`config.mk`:
```
export PLATFORM = sky130hd
export DESIGN_NAME = bus_port_adapter_flat
export DESIGN_NICKNAME = d
export VERILOG_FILES = /design/src/rtl/bus_port_adapter_if.sv /design/src/rtl/bus_port_adapter.sv /design/src/flat_wrapper.sv
export SDC_FILE = /design/constraint.sdc
export NUM_CORES = 1
export LEC_CHECK = 0
export CORE_ASPECT_RATIO = 0.75
export CORE_MARGIN = 5
export CORE_UTILIZATION = 40
export CTS_CLUSTER_DIAMETER = 40
export DETAILED_ROUTE_END_ITERATION = 10
export PLACE_DENSITY = 0.69
export SLEW_MARGIN = 20
export SYNTH_ARGS = -nofsm -noshare
export SYNTH_HDL_FRONTEND = slang
export SYNTH_SLANG_ARGS = --single-unit
```
`constraint.sdc`:
```
create_clock -name clk -period 4.5 [get_ports clk]
set_input_delay 0.45 -clock clk [delete_from_list [all_inputs] [get_ports clk]]
set_output_delay 0.45 -clock clk [all_outputs]
set_load 0.05 [all_outputs]
```
`src/rtl/bus_port_adapter_if.sv`:
```
// Bus-side connection between one bus generator/arbiter port and its
// bus_port_adapter endpoint.
//   pndng  : adapter -> bus, TX FIFO holds at least one packet
//   D_pop  : adapter -> bus, TX FIFO head (zero when empty)
//   pop    : bus -> adapter, bus consumes the TX head this cycle
//   push   : bus -> adapter, D_push is delivered this cycle
//   D_push : bus -> adapter, delivered packet
// modport slave is the adapter view, modport master is the bus view.
interface bus_port_adapter_if #(
  parameter int pckg_sz = 16
);
  logic               pndng;
  logic [pckg_sz-1:0] D_pop;
  logic               pop;
  logic               push;
  logic [pckg_sz-1:0] D_push;

  modport slave (
    output pndng,
    output D_pop,
    input  pop,
    input  push,
    input  D_push
  );

  modport master (
    input  pndng,
    input  D_pop,
    output pop,
    output push,
    output D_push
  );
endinterface

```
`src/rtl/bus_port_adapter.sv`:
```
// Per-device bus endpoint: a TX FIFO feeding the bus through the
// pndng/pop/D_pop handshake, and an RX FIFO filled from push/D_push
// after destination-ID filtering.
// Ports:
//   clk, reset       : clock, asynchronous active-high reset
//   tx_wr, tx_data   : device write into the TX FIFO
//   tx_full          : TX FIFO holds depth entries
//   rx_rd            : device consumes the RX head
//   rx_data          : RX head, zero when empty
//   rx_valid/rx_full : RX FIFO non-empty / holds depth entries
//   tx_ovf_cnt       : TX writes dropped on full (saturating)
//   rx_drop_cnt      : accepted RX packets dropped on full (saturating)
//   rx_misroute_cnt  : RX packets dropped on ID mismatch (saturating)
//   bus              : bus handshake (slave modport)
module bus_port_adapter #(
  parameter int          pckg_sz   = 16,
  parameter int          depth     = 8,
  parameter logic [7:0]  drv_id    = 8'd0,
  parameter logic [7:0]  broadcast = 8'hFF
) (
  input  logic               clk,
  input  logic               reset,
  input  logic               tx_wr,
  input  logic [pckg_sz-1:0] tx_data,
  output logic               tx_full,
  input  logic               rx_rd,
  output logic [pckg_sz-1:0] rx_data,
  output logic               rx_valid,
  output logic               rx_full,
  output logic [15:0]        tx_ovf_cnt,
  output logic [15:0]        rx_drop_cnt,
  output logic [15:0]        rx_misroute_cnt,
  bus_port_adapter_if.slave  bus
);
  localparam int AW = $clog2(depth);
  localparam int CW = AW + 1;
  localparam logic [CW-1:0] FULL_CNT = CW'(depth);

  function automatic logic [15:0] sat_inc(input logic [15:0] v, input logic en);
    return (en && (v != 16'hFFFF)) ? v + 16'd1 : v;
  endfunction

  logic [pckg_sz-1:0] tx_mem [depth];
  logic [pckg_sz-1:0] rx_mem [depth];

  logic [AW-1:0] tx_rd_q, tx_rd_d, tx_wr_q, tx_wr_d;
  logic [CW-1:0] tx_cnt_q, tx_cnt_d;
  logic [AW-1:0] rx_rd_q, rx_rd_d, rx_wr_q, rx_wr_d;
  logic [CW-1:0] rx_cnt_q, rx_cnt_d;
  logic [15:0]   tx_ovf_q, tx_ovf_d, rx_drop_q, rx_drop_d, rx_mis_q, rx_mis_d;

  logic tx_empty, tx_pop_ok, tx_wr_ok;
  logic rx_empty, rx_rd_ok, rx_wr_ok, rx_id_ok, rx_acc;
  logic [7:0] rx_dest;

  assign tx_empty  = (tx_cnt_q == '0);
  assign tx_full   = (tx_cnt_q == FULL_CNT);
  assign tx_pop_ok = bus.pop && !tx_empty;
  // A write into a full FIFO still lands when the head leaves on the same edge.
  assign tx_wr_ok  = tx_wr && (!tx_full || tx_pop_ok);

  assign rx_dest  = bus.D_push[pckg_sz-1 -: 8];
  assign rx_id_ok = (rx_dest == drv_id) || (rx_dest == broadcast);
  assign rx_acc   = bus.push && rx_id_ok;
  assign rx_empty = (rx_cnt_q == '0);
  assign rx_full  = (rx_cnt_q == FULL_CNT);
  assign rx_rd_ok = rx_rd && !rx_empty;
  assign rx_wr_ok = rx_acc && (!rx_full || rx_rd_ok);

  assign bus.pndng = !tx_empty;
  assign bus.D_pop = tx_empty ? '0 : tx_mem[tx_rd_q];
  assign rx_valid  = !rx_empty;
  assign rx_data   = rx_empty ? '0 : rx_mem[rx_rd_q];

  assign tx_ovf_cnt      = tx_ovf_q;
  assign rx_drop_cnt     = rx_drop_q;
  assign rx_misroute_cnt = rx_mis_q;

  always_comb begin
    tx_rd_d   = tx_rd_q;
    tx_wr_d   = tx_wr_q;
    rx_rd_d   = rx_rd_q;
    rx_wr_d   = rx_wr_q;
    if (tx_pop_ok) tx_rd_d = tx_rd_q + AW'(1);
    if (tx_wr_ok)  tx_wr_d = tx_wr_q + AW'(1);
    if (rx_rd_ok)  rx_rd_d = rx_rd_q + AW'(1);
    if (rx_wr_ok)  rx_wr_d = rx_wr_q + AW'(1);
    tx_cnt_d  = tx_cnt_q + {{AW{1'b0}}, tx_wr_ok} - {{AW{1'b0}}, tx_pop_ok};
    rx_cnt_d  = rx_cnt_q + {{AW{1'b0}}, rx_wr_ok} - {{AW{1'b0}}, rx_rd_ok};
    tx_ovf_d  = sat_inc(tx_ovf_q, tx_wr && !tx_wr_ok);
    rx_drop_d = sat_inc(rx_drop_q, rx_acc && !rx_wr_ok);
    rx_mis_d  = sat_inc(rx_mis_q, bus.push && !rx_id_ok);
  end

  always_ff @(posedge clk or posedge reset) begin
    if (reset) begin
      tx_rd_q   <= '0;
      tx_wr_q   <= '0;
      tx_cnt_q  <= '0;
      rx_rd_q   <= '0;
      rx_wr_q   <= '0;
      rx_cnt_q  <= '0;
      tx_ovf_q  <= '0;
      rx_drop_q <= '0;
      rx_mis_q  <= '0;
    end else begin
      tx_rd_q   <= tx_rd_d;
      tx_wr_q   <= tx_wr_d;
      tx_cnt_q  <= tx_cnt_d;
      rx_rd_q   <= rx_rd_d;
      rx_wr_q   <= rx_wr_d;
      rx_cnt_q  <= rx_cnt_d;
      tx_ovf_q  <= tx_ovf_d;
      rx_drop_q <= rx_drop_d;
      rx_mis_q  <= rx_mis_d;
    end
  end

  // Storage is not reset; occupancy counts decide what is visible.
  always_ff @(posedge clk) begin
    if (tx_wr_ok && !reset) tx_mem[tx_wr_q] <= tx_data;
    if (rx_wr_ok && !reset) rx_mem[rx_wr_q] <= bus.D_push;
  end
endmodule

```
`src/flat_wrapper.sv`:
```
// flat-port wrapper written by rule: the top's interface ports become plain ports
module bus_port_adapter_flat 
#(
  parameter int          pckg_sz   = 16,
  parameter int          depth     = 8,
  parameter logic [7:0]  drv_id    = 8'd0,
  parameter logic [7:0]  broadcast = 8'hFF
)
  (clk, reset, tx_wr, tx_data, tx_full, rx_rd, rx_data, rx_valid, rx_full, tx_ovf_cnt, rx_drop_cnt, rx_misroute_cnt, bus_pndng, bus_D_pop, bus_pop, bus_push, bus_D_push);
  bus_port_adapter_if #(.pckg_sz(pckg_sz)) bus_i ();
  input  logic clk;
  input  logic reset;
  input  logic tx_wr;
  input  logic [pckg_sz-1:0] tx_data;
  output logic tx_full;
  input  logic rx_rd;
  output logic [pckg_sz-1:0] rx_data;
  output logic rx_valid;
  output logic rx_full;
  output logic [15:0] tx_ovf_cnt;
  output logic [15:0] rx_drop_cnt;
  output logic [15:0] rx_misroute_cnt;
  output wire logic [$bits(bus_i.pndng)-1:0] bus_pndng;
  output wire logic [$bits(bus_i.D_pop)-1:0] bus_D_pop;
  input wire logic [$bits(bus_i.pop)-1:0] bus_pop;
  input wire logic [$bits(bus_i.push)-1:0] bus_push;
  input wire logic [$bits(bus_i.D_push)-1:0] bus_D_push;
  assign bus_pndng = bus_i.pndng;
  assign bus_D_pop = bus_i.D_pop;
  assign bus_i.pop = bus_pop;
  assign bus_i.push = bus_push;
  assign bus_i.D_push = bus_D_push;
  bus_port_adapter #(.pckg_sz(pckg_sz), .depth(depth), .drv_id(drv_id), .broadcast(broadcast)) u_core (.clk(clk), .reset(reset), .tx_wr(tx_wr), .tx_data(tx_data), .tx_full(tx_full), .rx_rd(rx_rd), .rx_data(rx_data), .rx_valid(rx_valid), .rx_full(rx_full), .tx_ovf_cnt(tx_ovf_cnt), .rx_drop_cnt(rx_drop_cnt), .rx_misroute_cnt(rx_misroute_cnt), .bus(bus_i));
endmodule
```
=== Word level (Yosys, flattened, before mapping) ===
Memories as Yosys holds them, arrays and structs flattened.
Index checks and enable logic that the tools add are counted.

* Memory bits (writable): 256
* Memory bits (read-only): 0
* Output and inout port bits: 84
* Register bits after elaboration: 68
* Latch bits: 0
* Input bits: 38
* Memories kept: 2
* Word-level logic and storage cells: 61

{| class="wikitable"
|+ Memories
! memory !! words !! width !! rd ports !! clocked after memory_dff !! wr ports !! line !! RTL
|-
| u_core.rx_mem || 8 || 16 || 1 || 0 || 1 || bus_port_adapter.sv:44 || <nowiki>logic [pckg_sz-1:0] rx_mem [depth];</nowiki>
|-
| u_core.tx_mem || 8 || 16 || 1 || 0 || 1 || bus_port_adapter.sv:43 || <nowiki>logic [pckg_sz-1:0] tx_mem [depth];</nowiki>
|}

* Equality and inequality tests: 6
* Shift operators: 0
* $lt $le $gt $ge: 0
* Multipliers: 0
* Reduce and logical (&&, ||, !) cells: 27
* Div/mod/pow operators: 0
* Bitwise gates (word level): 0
* Add/subtract/negate cells: 11
* Muxes and demuxes: 6

{| class="wikitable"
|+ Operators by type and width
! cell !! count
|-
| adder 16 x 1 -> 16 bit (second input constant) || 3
|-
| != test 16 bit (second input constant) || 3
|-
| 2-to-1 mux 16 bit || 2
|-
| logical AND 1 bit || 13
|-
| adder 3 x 1 -> 3 bit (second input constant) || 4
|-
| adder 4 x 1 -> 4 bit || 2
|-
| == test 4 bit (second input constant) || 2
|-
| == test 8 bit (second input constant) || 1
|-
| zero test 1 bit || 8
|-
| zero test 4 bit || 2
|-
| zero test 8 bit || 1
|-
| subtractor 4 x 1 -> 4 bit || 2
|-
| 2-to-1 mux 1 bit || 4
|-
| logical OR 1 bit || 3
|}

=== Logic depth before layout (Yosys ltp) ===
* Word-level depth: 8
* Mapped depth: 13
* Gate-level depth less buffers: 11

=== Worst setup path after synthesis ===
Ideal clock, no wire load.

* Path type: input port to flip-flop
* Start: input reset
* End: memory u_core.tx_mem[2][0] (enable)
* Data arrival time: 4.014 ns
* Path slack: 0.055 ns
* Path buffers: 1
* Required time: 4.069 ns
* Stages on the path: 4
* Path through: clkbuf_1 inv_1 nand2_1 nor4_1

* Word-level cells in the longest chain between the ends: 4

{| class="wikitable"
|+ RTL lines
! what !! line !! RTL
|-
| start: declaration || flat_wrapper.sv:12 || <nowiki>input logic reset;</nowiki>
|-
| zero test 1 bit (no source line) || n/a ||
|-
| logical AND 1 bit || bus_port_adapter.sv:121 || <nowiki>if (tx_wr_ok && !reset) tx_mem[tx_wr_q] <= tx_data;</nowiki>
|-
| 2-to-1 mux 1 bit || bus_port_adapter.sv:121 ||
|-
| 2-to-1 mux 1 bit (not written as such) || bus_port_adapter.sv:121 ||
|-
| end: declaration || bus_port_adapter.sv:43 ||
|}

Every way passes these cells.

=== Final worst setup path ===
* Start: register u_core.rx_rd_q[0]
* End: output rx_data[15]

* Word-level cells in the longest chain between the ends: 2

{| class="wikitable"
|+ RTL lines
! what !! line !! RTL
|-
| start: declaration || bus_port_adapter.sv:48 || <nowiki>logic [AW-1:0] rx_rd_q, rx_rd_d, rx_wr_q, rx_wr_d;</nowiki>
|-
| start signal: assignment || bus_port_adapter.sv:110 || <nowiki>rx_rd_q <= rx_rd_d;</nowiki>
|-
| memory (8 x 16 bit) || n/a ||
|-
| 2-to-1 mux 16 bit || bus_port_adapter.sv:73 || <nowiki>assign rx_data = rx_empty ? '0 : rx_mem[rx_rd_q];</nowiki>
|-
| end: declaration || flat_wrapper.sv:17 || <nowiki>output logic [pckg_sz-1:0] rx_data;</nowiki>
|}

Every way passes these cells.

==> flow_metrics.env <==
export IMPL_seqPwrFrac_pct=35.1
export IMPL_routed_wl_met2_mm=12.0
export IMPL_required_ns=4.05
export IMPL_r2r_setup_slack_ns=1.55
export IMPL_dp_cells=1297
export IMPL_wl_per_cell_um=19.5
export IMPL_p_sw_share_pct=34.5
export IMPL_fp_dieArea_mm2=0.0368
export IMPL_fmax_mhz=277
export IMPL_worst_r2r_startpoint="u_core.tx_cnt_q[2]"
export IMPL_status="finished clean"
export IMPL_dp_worst_setup_slack_ns=1.28
export IMPL_cts_tree="done"
export IMPL_max_cap_violations=0
export IMPL_firstDrtPassIters=5
export IMPL_cts_resized=0
export IMPL_finalNonFillerCells=1371
export IMPL_dp_hpwl_mm=16.5
export IMPL_met3_length_mm=1.70
export IMPL_arrival_ns=3.16
export IMPL_critical_path_peak_fanout=18
export IMPL_synth_ff_type="edfxtp_1"
export IMPL_cts_reportedPaths_clkPinSlew_ns=0.06
export IMPL_critical_path_cell_chain="buf_12 -> mux4_2 -> mux2i_1 -> nor2_1 -> clkdlybuf4s50_1"
export IMPL_cts_buffer_depth=3
export IMPL_p_int_mw=6.96
export IMPL_leakagePower_nw=5.85
export IMPL_pwr_density_cell_mw_per_mm2=645
export IMPL_grt_pass1_wl_mm=41.9
export IMPL_cts_setup_buffers=0
export IMPL_rr_endpoint="u_core.tx_cnt_q[2]"
export IMPL_final_common_cell="edfxtp_1"
export IMPL_core_area_mm2=0.0324
export IMPL_cts_sinks=324
export IMPL_num_rows=57
export IMPL_grt_max_degree=43
export IMPL_wl_met1_mm=12.6
export IMPL_worst_path_largest_cell_delay_ns=0.74
export IMPL_place_port_buffers=121
export IMPL_drc=0
export IMPL_mostFrequentLayoutCells="edfxtp_1, clkdlybuf4s50_1, dfrtp_1"
export IMPL_critPathBufInv=2
export IMPL_ant_nets=0
export IMPL_worstSetupEndpointType="primary output"
export IMPL_cts_root_buffer="clkbuf_16"
export IMPL_yosysTopAreaCell="edfxtp_1"
export IMPL_gr_total_overflow=0
export IMPL_rsz0062_at_grt="no"
export IMPL_start_kind="flop"
export IMPL_maxUsedRoutingLayer="met4"
export IMPL_syn2layout_area_growth_pct=24.9
export IMPL_die_h_um=167
export IMPL_syn_num_nets=802
export IMPL_antenna_found_initial=0
export IMPL_num_io_pins=122
export IMPL_crit_cells=5
export IMPL_cts_buffers_inserted=40
export IMPL_start_util_pct=40.7
export IMPL_period_share_pct=80.3
export IMPL_dr_total_vias=7014
export IMPL_drt_initial_drc_count=543
export IMPL_yosysTopAreaCellShare_pct=58.3
export IMPL_syn_inst=743
export IMPL_via_per_inst=5.12
export IMPL_period_minus_slack_ns=3.61
export IMPL_pwr_share_clk_pct=31.1
export IMPL_synthDistinctLibCells=39
export IMPL_min_path_type="reg2reg"
export IMPL_drive_above_1_share_pct=18.7
export IMPL_cts_hold_buffers_added=0
export IMPL_endpoint="rx_data[15]"
export IMPL_p_sw_mw=3.67
export IMPL_slew_headroom_pct=30.1
export IMPL_n_antenna_cell=0
export IMPL_wl_mm=26.7
export IMPL_irDropWorstVdd_mv=0.315
export IMPL_final_hold_violation_count=0
export IMPL_yosysSeqAreaShare_pct=71.2
export IMPL_synth_async_sr_flop_share_pct=21.0
export IMPL_die_x_um=220
export IMPL_critPathTopFamily="buffers and inverters"
export IMPL_r2r_cells=11
export IMPL_crit_start="u_core.rx_rd_q[0]"
export IMPL_synth_warnings=0
export IMPL_worst_slew_pin_slew_ns=1.05
export IMPL_grtUsageTotal_pct=14.6
export IMPL_cts_htree_levels=2
export IMPL_gp_congestion=0.748
export IMPL_combPwrFrac_pct=33.8
export IMPL_syn_area_mm2=0.0132
export IMPL_slew_violations=0
export IMPL_grt_pass1_vias=7327
export IMPL_finalSetupTns_ns=0
export IMPL_synth_edf_count=256
export IMPL_ys_seq_elements=324
export IMPL_nets=956
export IMPL_cpMaxStageDelayCell="dfrtp_2"
export IMPL_finClkSkew_ns=0.0358
export IMPL_setup_viol=0
export IMPL_syn_area_per_cell_um2=17.8
export IMPL_clock_latency_ns=0.54
export IMPL_finalWorstSetupSlack_ns=0.887
export IMPL_critPathKind="reg2out"
export IMPL_synth_area_leaders="edfxtp_1, dfrtp_1, mux4_2"
[per-layer routing]
metal  up-vias  track usage [%]
li1       3195                -
met3        35             3.41
met2       211             21.3
met1      3573             22.3
met4         0             3.58
met5         -                0
[power by group through the flow]
stage | clock [mW] | sequential [mW] | combinational [mW]
after floorplan | 0 | 3.77 | 2.54
after global routing | 3.54 | 3.78 | 3.84
final | 3.31 | 3.73 | 3.59
after global placement | 0 | 3.79 | 3.59
after CTS | 3.40 | 3.74 | 3.64
after detailed placement | 0 | 3.80 | 3.62
[kinds of logic (layout without fill, tap and decap cells)]
family          Yosys count  count (layout)  synth area share [%]
compound gates           12              12                 0.654
xor+xnor                 56              56                  3.72
fa+ha+maj                21              21                  2.11
buf+inv                  55             241                  1.63
flops                   324             324                  71.2
mux                     103             103                  13.9
simple gates            172             172                  6.79
[layout make-up]
| type | count | area [um^2] |
|---|---|---|
| fillers | 2631 | 16000 |
| clock buffers | 46 | 1020 |
| flip-flops and latches | 324 | 9390 |
| inverters | 25 | 93.8 |
| multi-input cells | 364 | 3640 |
| well taps | 442 | 553 |
| clock inverters | 28 | 384 |
| repair buffers | 142 | 1390 |
[how the worst min path moves through the flow]
stage | from | endpoint | depth (start not counted)
floorplan | u_core.rx_wr_q[0] | u_core.rx_wr_q[0] | 1
CTS | u_core.rx_misroute_cnt[10] | u_core.rx_misroute_cnt[10] | 1
detailed placement | u_core.rx_misroute_cnt[10] | u_core.rx_misroute_cnt[10] | 1
global route | u_core.rx_misroute_cnt[10] | u_core.rx_misroute_cnt[10] | 1
global placement | u_core.rx_drop_cnt[4] | u_core.rx_drop_cnt[4] | 1
finish | u_core.tx_ovf_cnt[4] | u_core.tx_ovf_cnt[4] | 1
[through the flow]
stage	cell area (um^2)	hold slack, ns	power, mW	utilization (%)
2_1_floorplan	13200	0.480	6.31	-
3_3_place_gp	15100	0.487	7.39	46.4
3_5_place_dp	15100	0.491	7.43	46.4
4_1_cts	16500	0.499	10.8	50.8
5_1_grt	16500	0.512	11.2	50.8
6_report	16500	0.504	10.6	50.8
[Yosys cell counts, drive strengths merged (2+ instances only)]
| cell | instances |
|---|---|
| edfxtp | 256 |
| dfrtp | 68 |
| mux4 | 64 |
| nor2 | 52 |
| xnor2 | 45 |
| mux2i | 32 |
| nand4 | 28 |
| inv | 25 |
| clkbuf | 21 |
| nand2 | 21 |
| nand3 | 20 |
| ha | 19 |
| and3 | 15 |
| xor2 | 11 |
| nor4 | 10 |
| and2 | 9 |
| buf | 9 |
| mux2 | 7 |
| a21oi | 6 |
| nor3 | 5 |
| nand2b | 3 |
| a21o | 2 |
| fa | 2 |
| nor3b | 2 |
| or2 | 2 |
[state kept, by name (all words and copies together), names as in the netlist]
name,count
u_core.rx_mem,128
u_core.tx_mem,128
u_core.rx_drop_cnt,16
u_core.rx_misroute_cnt,16
u_core.tx_ovf_cnt,16
u_core.rx_cnt_q,4
u_core.tx_cnt_q,4
u_core.rx_rd_q,3
u_core.rx_wr_q,3
u_core.tx_rd_q,3
u_core.tx_wr_q,3
No activity file was read; power rests on OpenSTA's default activity.
